## src/rtl/f_pair_monitor_if.sv

```systemverilog
// Signal bundle between the F1/F2 logic block and its clocked observer f_pair_monitor.
// The master drives F1/F2/clr/ack and reads the counters, flags and FSM state.
interface f_pair_monitor_if #(
    parameter int CNT_W = 4
);
    logic             F1;
    logic             F2;
    logic             clr;
    logic             ack;
    logic [CNT_W-1:0] cnt1;
    logic [CNT_W-1:0] cnt2;
    logic             ovf1;
    logic             ovf2;
    logic             match;
    logic             timeout;
    logic [1:0]       state;

    modport master (
        output F1, F2, clr, ack,
        input  cnt1, cnt2, ovf1, ovf2, match, timeout, state
    );

    modport slave (
        input  F1, F2, clr, ack,
        output cnt1, cnt2, ovf1, ovf2, match, timeout, state
    );
endinterface

```

## src/rtl/f_pair_monitor.sv

```systemverilog
// Clocked observer of F1/F2: rising-edge counters and an "F1 then F2 within WINDOW" FSM.
// Define FPM_SYNC_EN to add a two-flop synchronizer ahead of the input registers.
module f_pair_monitor #(
    parameter int CNT_W  = 4,
    parameter int WINDOW = 8
) (
    input logic              clk,
    input logic              rst,
    f_pair_monitor_if.slave  bus
);
    localparam int               TW         = $clog2(WINDOW + 1);
    localparam logic [TW-1:0]    TIMER_LAST = TW'(WINDOW - 1);
    localparam logic [CNT_W-1:0] CNT_MAX    = '1;

    typedef enum logic [1:0] {
        IDLE  = 2'd0,
        ARMED = 2'd1,
        HIT   = 2'd2
    } state_t;

    logic f1_in, f2_in;
    logic f1_q, f1_d, f2_q, f2_d;
    logic rise1, rise2;

`ifdef FPM_SYNC_EN
    logic [1:0] f1_sync, f2_sync;

    always_ff @(posedge clk) begin
        if (rst) begin
            f1_sync <= '0;
            f2_sync <= '0;
        end else begin
            f1_sync <= {f1_sync[0], bus.F1};
            f2_sync <= {f2_sync[0], bus.F2};
        end
    end

    assign f1_in = f1_sync[1];
    assign f2_in = f2_sync[1];
`else
    assign f1_in = bus.F1;
    assign f2_in = bus.F2;
`endif

    always_ff @(posedge clk) begin
        if (rst) begin
            f1_q <= 1'b0;
            f1_d <= 1'b0;
            f2_q <= 1'b0;
            f2_d <= 1'b0;
        end else begin
            f1_q <= f1_in;
            f1_d <= f1_q;
            f2_q <= f2_in;
            f2_d <= f2_q;
        end
    end

    assign rise1 = f1_q & ~f1_d;
    assign rise2 = f2_q & ~f2_d;

    logic [CNT_W-1:0] cnt1_q, cnt2_q;
    logic             ovf1_q, ovf2_q;

    // clr wins over a same-cycle rise; the FSM is deliberately left alone.
    always_ff @(posedge clk) begin
        if (rst || bus.clr) begin
            cnt1_q <= '0;
            cnt2_q <= '0;
            ovf1_q <= 1'b0;
            ovf2_q <= 1'b0;
        end else begin
            if (rise1) begin
                if (cnt1_q == CNT_MAX) ovf1_q <= 1'b1;
                else                   cnt1_q <= cnt1_q + CNT_W'(1);
            end
            if (rise2) begin
                if (cnt2_q == CNT_MAX) ovf2_q <= 1'b1;
                else                   cnt2_q <= cnt2_q + CNT_W'(1);
            end
        end
    end

    state_t        state_q, state_d;
    logic [TW-1:0] timer_q, timer_d;
    logic          match_q, match_d;
    logic          timeout_q, timeout_d;

    always_ff @(posedge clk) begin
        if (rst) begin
            state_q   <= IDLE;
            timer_q   <= '0;
            match_q   <= 1'b0;
            timeout_q <= 1'b0;
        end else begin
            state_q   <= state_d;
            timer_q   <= timer_d;
            match_q   <= match_d;
            timeout_q <= timeout_d;
        end
    end

    // In ARMED, rise2 outranks re-arm and expiry so a distance of exactly WINDOW still matches.
    always_comb begin
        state_d   = state_q;
        timer_d   = timer_q;
        match_d   = match_q;
        timeout_d = 1'b0;
        case (state_q)
            IDLE: begin
                if (rise1) begin
                    state_d = ARMED;
                    timer_d = '0;
                end
            end
            ARMED: begin
                if (rise2) begin
                    state_d = HIT;
                    match_d = 1'b1;
                end else if (rise1) begin
                    timer_d = '0;
                end else if (timer_q == TIMER_LAST) begin
                    state_d   = IDLE;
                    timeout_d = 1'b1;
                end else begin
                    timer_d = timer_q + TW'(1);
                end
            end
            HIT: begin
                if (bus.ack) begin
                    state_d = IDLE;
                    match_d = 1'b0;
                end
            end
            default: begin
                state_d = IDLE;
                match_d = 1'b0;
            end
        endcase
    end

    assign bus.cnt1    = cnt1_q;
    assign bus.cnt2    = cnt2_q;
    assign bus.ovf1    = ovf1_q;
    assign bus.ovf2    = ovf2_q;
    assign bus.match   = match_q;
    assign bus.timeout = timeout_q;
    assign bus.state   = state_q;
endmodule

```

## src/flat_wrapper.sv

```systemverilog
// flat-port wrapper written by rule: the top's interface ports become plain ports
module f_pair_monitor_flat 
#(
    parameter int CNT_W  = 4,
    parameter int WINDOW = 8
)
  (clk, rst, bus_F1, bus_F2, bus_clr, bus_ack, bus_cnt1, bus_cnt2, bus_ovf1, bus_ovf2, bus_match, bus_timeout, bus_state);
  f_pair_monitor_if #(.CNT_W(CNT_W)) bus_i ();
  input logic clk;
  input logic rst;
  input wire logic [$bits(bus_i.F1)-1:0] bus_F1;
  input wire logic [$bits(bus_i.F2)-1:0] bus_F2;
  input wire logic [$bits(bus_i.clr)-1:0] bus_clr;
  input wire logic [$bits(bus_i.ack)-1:0] bus_ack;
  output wire logic [$bits(bus_i.cnt1)-1:0] bus_cnt1;
  output wire logic [$bits(bus_i.cnt2)-1:0] bus_cnt2;
  output wire logic [$bits(bus_i.ovf1)-1:0] bus_ovf1;
  output wire logic [$bits(bus_i.ovf2)-1:0] bus_ovf2;
  output wire logic [$bits(bus_i.match)-1:0] bus_match;
  output wire logic [$bits(bus_i.timeout)-1:0] bus_timeout;
  output wire logic [$bits(bus_i.state)-1:0] bus_state;
  assign bus_i.F1 = bus_F1;
  assign bus_i.F2 = bus_F2;
  assign bus_i.clr = bus_clr;
  assign bus_i.ack = bus_ack;
  assign bus_cnt1 = bus_i.cnt1;
  assign bus_cnt2 = bus_i.cnt2;
  assign bus_ovf1 = bus_i.ovf1;
  assign bus_ovf2 = bus_i.ovf2;
  assign bus_match = bus_i.match;
  assign bus_timeout = bus_i.timeout;
  assign bus_state = bus_i.state;
  f_pair_monitor #(.CNT_W(CNT_W), .WINDOW(WINDOW)) u_core (.clk(clk), .rst(rst), .bus(bus_i));
endmodule
```

## config.mk

```make
export PLATFORM = sky130hd
export DESIGN_NAME = f_pair_monitor_flat
export DESIGN_NICKNAME = d
export VERILOG_FILES = /design/src/rtl/f_pair_monitor_if.sv /design/src/rtl/f_pair_monitor.sv /design/src/flat_wrapper.sv
export SDC_FILE = /design/constraint.sdc
export NUM_CORES = 1
export LEC_CHECK = 0
export CAP_MARGIN = 40
export CELL_PAD_IN_SITES_DETAIL_PLACEMENT = 0
export CELL_PAD_IN_SITES_GLOBAL_PLACEMENT = 1
export CORE_UTILIZATION = 33
export CTS_BUF_LIST = sky130_fd_sc_hd__clkbuf_16
export CTS_CLUSTER_SIZE = 30
export DETAILED_ROUTE_END_ITERATION = 10
export PLACE_DENSITY_LB_ADDON = 0.1
export REMOVE_ABC_BUFFERS = 1
export SLEW_MARGIN = 20
export SYNTH_ARGS = -nofsm -noshare
export SYNTH_HDL_FRONTEND = slang
export SYNTH_SLANG_ARGS = --single-unit
```

## constraint.sdc

```tcl
create_clock -name clk -period 1.4 [get_ports clk]
set_input_delay 0.28 -clock clk [delete_from_list [all_inputs] [get_ports clk]]
set_output_delay 0.28 -clock clk [all_outputs]
set_load 0.005 [all_outputs]
```

==> out/qor.csv, run 1 <==
metric,value,unit
status,finished clean,
n_diodes,0,
GRT Util Overall,14.49,%
pre-CTS WS,-0.3506,ns
Crit path required time,1.12,ns
asr flop ratio synth,0,%
row count,19,
#FFs+latches synth,22,
"Cell Area, Placed",0.001265,mm2
Post-synth top cells,"22 x dfxtp_1, 12 x nor2_1, 8 x nor2b_1",
leakage power,0.6865,nW
1st-iter DRT viols,20,
core area,0.002734,mm2
total power,1.374,mW
final slew viol count,0,
"Setup violations, final",0,
drt first pass iters,4,
port bufs,19,
Cell variety after synth,29,
DR DRC count,0,
CP max FO,3,
Max-slew headroom,76.84,%
Hold WS,0.4617,ns
post-synth top area cell,dfxtp_1,
critical path class,reg -> out,
"Clk Latency, worst-skew pair",0.25,ns
Ports,20,
Final Hold Vio Count,0,
post-synth top area share,46.32,%
cells after synthesis,99,
first-pass GRT wire length,3.512,mm
DR WL/cell,12.23,um
root buffer cell,clkbuf_16,
top post-synthesis cells by area,"dfxtp_1 46%, nor2b_1 5.3%, nor2_1 4.7%, ha_1 3.9%, nand2b_1 3.3%",
Die H,55.68,um
layout cells sized above 1,35.56,%
"count leader, synth",dfxtp_1,
R2R cell count,7,
Final period util,97.36,%
Worst Setup Start Kind,flip-flop,
RSZ-0062 raised after global routing,true,
"EDFF count, synth",0,
final antenna-violating net count,0,
routed via count,830,
CTS tree,built,
H-tree levels,1,
maximum VDD drop,0.0006220,V
Setup TNS,0,ns
"Arr. time, crit path",1.08,ns
final instance count without filler cells,166,
Slew @ Worst Pin,0.3453,ns
CTS max path bufs,2,
Routed WL,2.031,mm
pin count of the biggest net entering global routing,13,
minimum clock period,1.363,ns
clock sink count,22,
hold buffers post-CTS,0,
register-to-register setup slack,0.05,ns
Final Util,53.23,%
DR vias/cell,5.000,
Placer Congestion,0.7460,
Placed Cells,159,
Worst Clk Skew,0.002557,ns
crit path launch,u_core.bus.state[0],
vias in the first global route,824,
r2r endpoint,u_core.timer_q[1],
fmax,733.7,MHz
die area,0.003100,mm2
post-synthesis sequential area ratio,46.32,%
crit path to,bus_state[0],
cts bufs inserted,3,
final worst slack,0.03702,ns
Final Instance Area,0.001455,mm2
Setup crit end kind,output pin,
max_cap viols,0,
dpl hpwl,1.420,mm
grt ovf,0,
Die W,55.68,um
synthesized cell area,950.9,um2
syn_area_per_cell,9.605,um2
Layout Nets,146,
top_reg_cell synth,dfxtp_1,
HP Class,reg -> reg,
initial antenna violation count,0,
clock transition at the registers of the reported paths,0.05,ns
PD cells,944.6,mW/mm2
Starting Density,34.78,%
synthesis-to-finish area growth,53.03,%
YS warnings,0,
FF-to-FF Start,u_core.timer_q[1],
per-layer routing:
metal	routed length [um]	vias up	track usage, %
li1	-	418	-
met1	936	396	16.84
met2	1006	14	24.78
met3	71	2	3.256
met4	16	0	7.500
met5	0	-	0
power by group:
group / internal, mW / switching, mW / total (mW)
clock network: 0.377 / 0.209 / 0.585
registers: 0.640 / 0.00912 / 0.649
logic: 0.0794 / 0.0603 / 0.140
area by class of cell:
type	instances	area, um2
fill	277	1279
multi-input combinational	72	534.3
sequential	22	459.2
timing repair buffer	37	344.1
clock buffer	3	75.07
tap	31	38.79
inverter	1	3.754
registers in the layout, indices dropped and copies added (netlist names), 2 cells and up:
register and cells:
u_core.bus.state 2, u_core.bus.cnt2 4, u_core.bus.cnt1 4, u_core.timer_q 4
repair_timing:
item / 4_1_cts / 5_1_grt
cloned: 0 / 0
setup endpoints to repair: 15 / 14
resized for setup: 19 / 17
setup buffers: 3 / 2
pin swaps: 3 / 1
how the worst min path moves through the flow:
stage / start / end / slack (ns) / depth (start not counted)
3_3_place_gp: u_core.f1_q / u_core.f1_d / 0.44 / 1
3_5_place_dp: u_core.f1_q / u_core.f1_d / 0.45 / 1
6_report: u_core.f1_q / u_core.f1_d / 0.46 / 1
2_1_floorplan: rst / u_core.bus.state[0] / 0.35 / 1
4_1_cts: u_core.f1_q / u_core.f1_d / 0.47 / 1
5_1_grt: u_core.f1_q / u_core.f1_d / 0.49 / 1
cells in the final DEF (no fill, tap or decap), types with 2 or more instances in the layout:
cell type | synthesis | final
a21oi_1 | 6 | 6
and3_1 | 2 | 2
and4b_1 | 2 | 2
buf_4 | 1 | 16
buf_6 | 0 | 2
clkbuf_16 | 0 | 3
clkdlybuf4s50_1 | 0 | 10
dfxtp_1 | 22 | 9
dfxtp_2 | 0 | 12
dlygate4sd2_1 | 0 | 3
dlymetal6s2s_1 | 0 | 6
ha_1 | 3 | 2
mux2i_1 | 2 | 2
nand2_1 | 4 | 3
nand2b_1 | 5 | 4
nand3_1 | 5 | 5
nor2_1 | 12 | 11
nor2b_1 | 8 | 6
nor3_1 | 4 | 2
nor3_2 | 0 | 2
nor3b_1 | 3 | 3
o21ai_0 | 2 | 2
xnor2_1 | 2 | 2
xor2_1 | 3 | 3
logic make-up (layout without fill, tap and decap cells):
| group | count (synthesis) | after routing | synth area share [%] |
|---|---|---|---|
| adder cells (fa/ha/maj) | 3 | 3 | 3.948 |
| AO/OA/AOI/OAI | 14 | 14 | 12.37 |
| XOR/XNOR | 5 | 5 | 4.606 |
| buffers and inverters | 5 | 41 | 2.500 |
| flip-flops | 22 | 22 | 46.32 |
| AND/OR/NAND/NOR | 48 | 48 | 28.16 |
| multiplexers | 2 | 2 | 2.105 |
critical path, cell delays in order, from the launching register on:
cell and delay [ns]:
dfxtp_2 0.32, buf_4 0.13, buf_4 0.13, dlygate4sd2_1 0.26
No activity file was read; power rests on OpenSTA's default activity.
==> run 2: changes to the inputs <==
--- a/config.mk
+++ b/config.mk
@@ -8,10 +8,11 @@
 export CAP_MARGIN = 40
 export CELL_PAD_IN_SITES_DETAIL_PLACEMENT = 0
 export CELL_PAD_IN_SITES_GLOBAL_PLACEMENT = 1
-export CORE_UTILIZATION = 33
+export CORE_UTILIZATION = 30
 export CTS_BUF_LIST = sky130_fd_sc_hd__clkbuf_16
 export CTS_CLUSTER_SIZE = 30
 export DETAILED_ROUTE_END_ITERATION = 10
+export MAX_ROUTING_LAYER = met4
 export PLACE_DENSITY_LB_ADDON = 0.1
 export REMOVE_ABC_BUFFERS = 1
 export SLEW_MARGIN = 20
==> out/qor.csv, run 2 (synthesis results as in run 1) <==
metric,value,unit,change
status,finished clean,,
root buffer cell,clkbuf_16,,
met2 routed WL,920,um,-8.5%
GRT Util Overall,12.86,%,-1.6 points
core area,0.003028,mm2,+11%
RSZ-0062 raised after global routing,true,,
clock share of power,42.9,%,+0.3 points
hold buffers post-CTS,0,,unchanged
grt ovf,0,,unchanged
Max-slew headroom,82.16,%,+5.3 points
leakage power,0.6761,nW,-1.5%
Combinational Power Share,10.7,%,+0.5 points
vias in the first global route,705,,-14%
Worst Setup Start Kind,flip-flop,,
Worst Clk Skew,0.001437,ns,-0.001120 ns
CP peak stage delay,0.50,ns,+0.18 ns
CTS max path bufs,2,,unchanged
"Arr. time, crit path",1.09,ns,about the same
Routed WL,1.924,mm,-5.3%
Setup crit end kind,output pin,,
crit path to,bus_cnt1[1],,
final instance count without filler cells,182,,+9.6%
minimum clock period,1.373,ns,+0.009679 ns
FF-to-FF Start,u_core.f2_q,,
Final Hold Vio Count,0,,unchanged
worst-path cell chain,clkdlybuf4s50_1,,
"Setup violations, final",0,,unchanged
n_diodes,0,,unchanged
Setup TNS,0,ns,unchanged
Starting Density,31.40,%,-3.4 points
Net Sw Power,0.2917,mW,+4.8%
Die H,58.30,um,+4.7%
slowest library cell on the worst path,clkdlybuf4s50_1,,
die area,0.003399,mm2,+9.6%
CP top delay family,buffers and inverters,,
buffer and inverter count on the worst path,1,,-2
initial antenna violation count,0,,unchanged
Stages on worst setup path,1,,-2
register share of total power,46.4,%,-0.8 points
H-tree levels,1,,unchanged
HP Start,u_core.f1_q,,
fillcell total,294,,+6.1%
final worst slack,0.02734,ns,-0.009679 ns
Slew @ Worst Pin,0.2660,ns,-0.07935 ns
r2r endpoint,u_core.timer_q[3],,
Placer Congestion,0.7311,,-2.0%
final slew viol count,0,,unchanged
"commonest non-fill, non-tap cells in the layout","16 x buf_4, 14 x dfxtp_2, 12 x clkdlybuf4s50_1, 11 x nor2_1, 7 x dfxtp_1",,
Crit path required time,1.12,ns,about the same
fmax,728.5,MHz,-0.71%
DR WL/cell,10.57,um,-14%
R2R cell count,5,,-2
Die W,58.30,um,+4.7%
crit path launch,u_core.bus.cnt1[1],,
pin count of the biggest net entering global routing,13,,unchanged
register-to-register setup slack,0.03,ns,-0.02 ns
cts bufs inserted,3,,unchanged
Top Metal Used,met4,,
layout cells sized above 1,36.23,%,+0.68 points
switch share,20.83,%,+0.58 points
1st-iter DRT viols,9,,-55%
Ports,20,,unchanged
Final period util,98.05,%,+0.69 points
"Clk Latency, worst-skew pair",0.25,ns,about the same
Layout Nets,148,,+1.4%
wl on met1,901,um,-3.7%
DR DRC count,0,,unchanged
routed via count,800,,-3.6%
PD cells,930.8,mW/mm2,-1.5%
DR vias/cell,4.396,,-12%
Placed Cells,170,,+6.9%
max_cap viols,0,,unchanged
drt first pass iters,3,,-1
critical path class,reg -> out,,
cell internal pwr,1.108,mW,+1.1%
dpl hpwl,1.363,mm,-4.0%
clock sink count,22,,unchanged
"most common cell after layout, fill and taps aside",buf_4,,
final antenna-violating net count,0,,unchanged
maximum VDD drop,0.0009270,V,+49%
first-pass GRT wire length,3.125,mm,-11%
row count,20,,+1
Final Util,49.67,%,-3.6 points
met3 WL,87,um,+23%
port bufs,19,,unchanged
pre-CTS WS,-0.3477,ns,+0.002873 ns
HP Class,reg -> reg,,
synthesis-to-finish area growth,58.16,%,
clock transition at the registers of the reported paths,0.06,ns,about the same
CTS tree,built,,
CP max FO,4,,+1
## run 2: cell count changes in the layout (fill, tap and decap cells not counted), sizes merged
| cell | delta |
|---|---|
| clkdlybuf4s50 | +2 |
| clkinv | +1 |
| dlymetal6s2s | -2 |
| buf | +2 |
## run 2: per-layer routing
layer  GRT usage, %  vias up
li1               -      427
met1          15.29      359
met2          19.87       12
met3          5.275        2
met4          4.082        0
met5              -        -
## run 2: how the worst min path moves through the flow
stage	depth (start not counted)	slack [ns]	endpoint
floorplan	1	0.35	u_core.bus.state[0]
global placement	1	0.44	u_core.f1_d
detailed placement	1	0.45	u_core.f1_d
CTS	2	0.47	u_core.bus.cnt1[1]
global route	1	0.48	u_core.f1_d
finish	1	0.46	u_core.f1_d
## run 2: power by group through the flow
stage	registers (mW)	logic (mW)	clock network, mW
after detailed placement	0.661	0.126	0
after CTS	0.648	0.140	0.612
after floorplan	0.665	0.0558	0
after global placement	0.661	0.126	0
after global routing	0.650	0.164	0.639
final	0.649	0.150	0.601
## run 2: through the flow
| stage | instance area, um2 | total power, mW | hold WS, ns |
|---|---|---|---|
| after floorplan | 930.9 | 0.7208 | 0.3516 |
| after global placement | 1266 | 0.7863 | 0.4430 |
| after detailed placement | 1266 | 0.7868 | 0.4520 |
| after CTS | 1431 | 1.399 | 0.4725 |
| after global routing | 1504 | 1.453 | 0.4769 |
| final | 1504 | 1.400 | 0.4621 |
## run 2: what timing repair did
| item | in CTS | in global routing |
|---|---|---|
| cloned | 0 | 0 |
| resized for setup | 24 | 16 |
| setup buffers | 5 | 3 |
| pin swaps | 5 | 5 |
| endpoints found under the setup margin | 15 | 12 |
## run 2: area by class of cell
cell class / count / area, um2 / share of cell area (%)
Timing Repair Buffer: 39 / 361.6 / 24.04
Clock buffer: 3 / 75.07 / 4.992
Tap cell: 44 / 55.05 / 3.661
Clock inverter: 1 / 3.754 / 0.2496
Sequential cell: 22 / 461.7 / 30.70
Inverter: 1 / 3.754 / 0.2496
Multi-Input combinational cell: 72 / 543.0 / 36.11
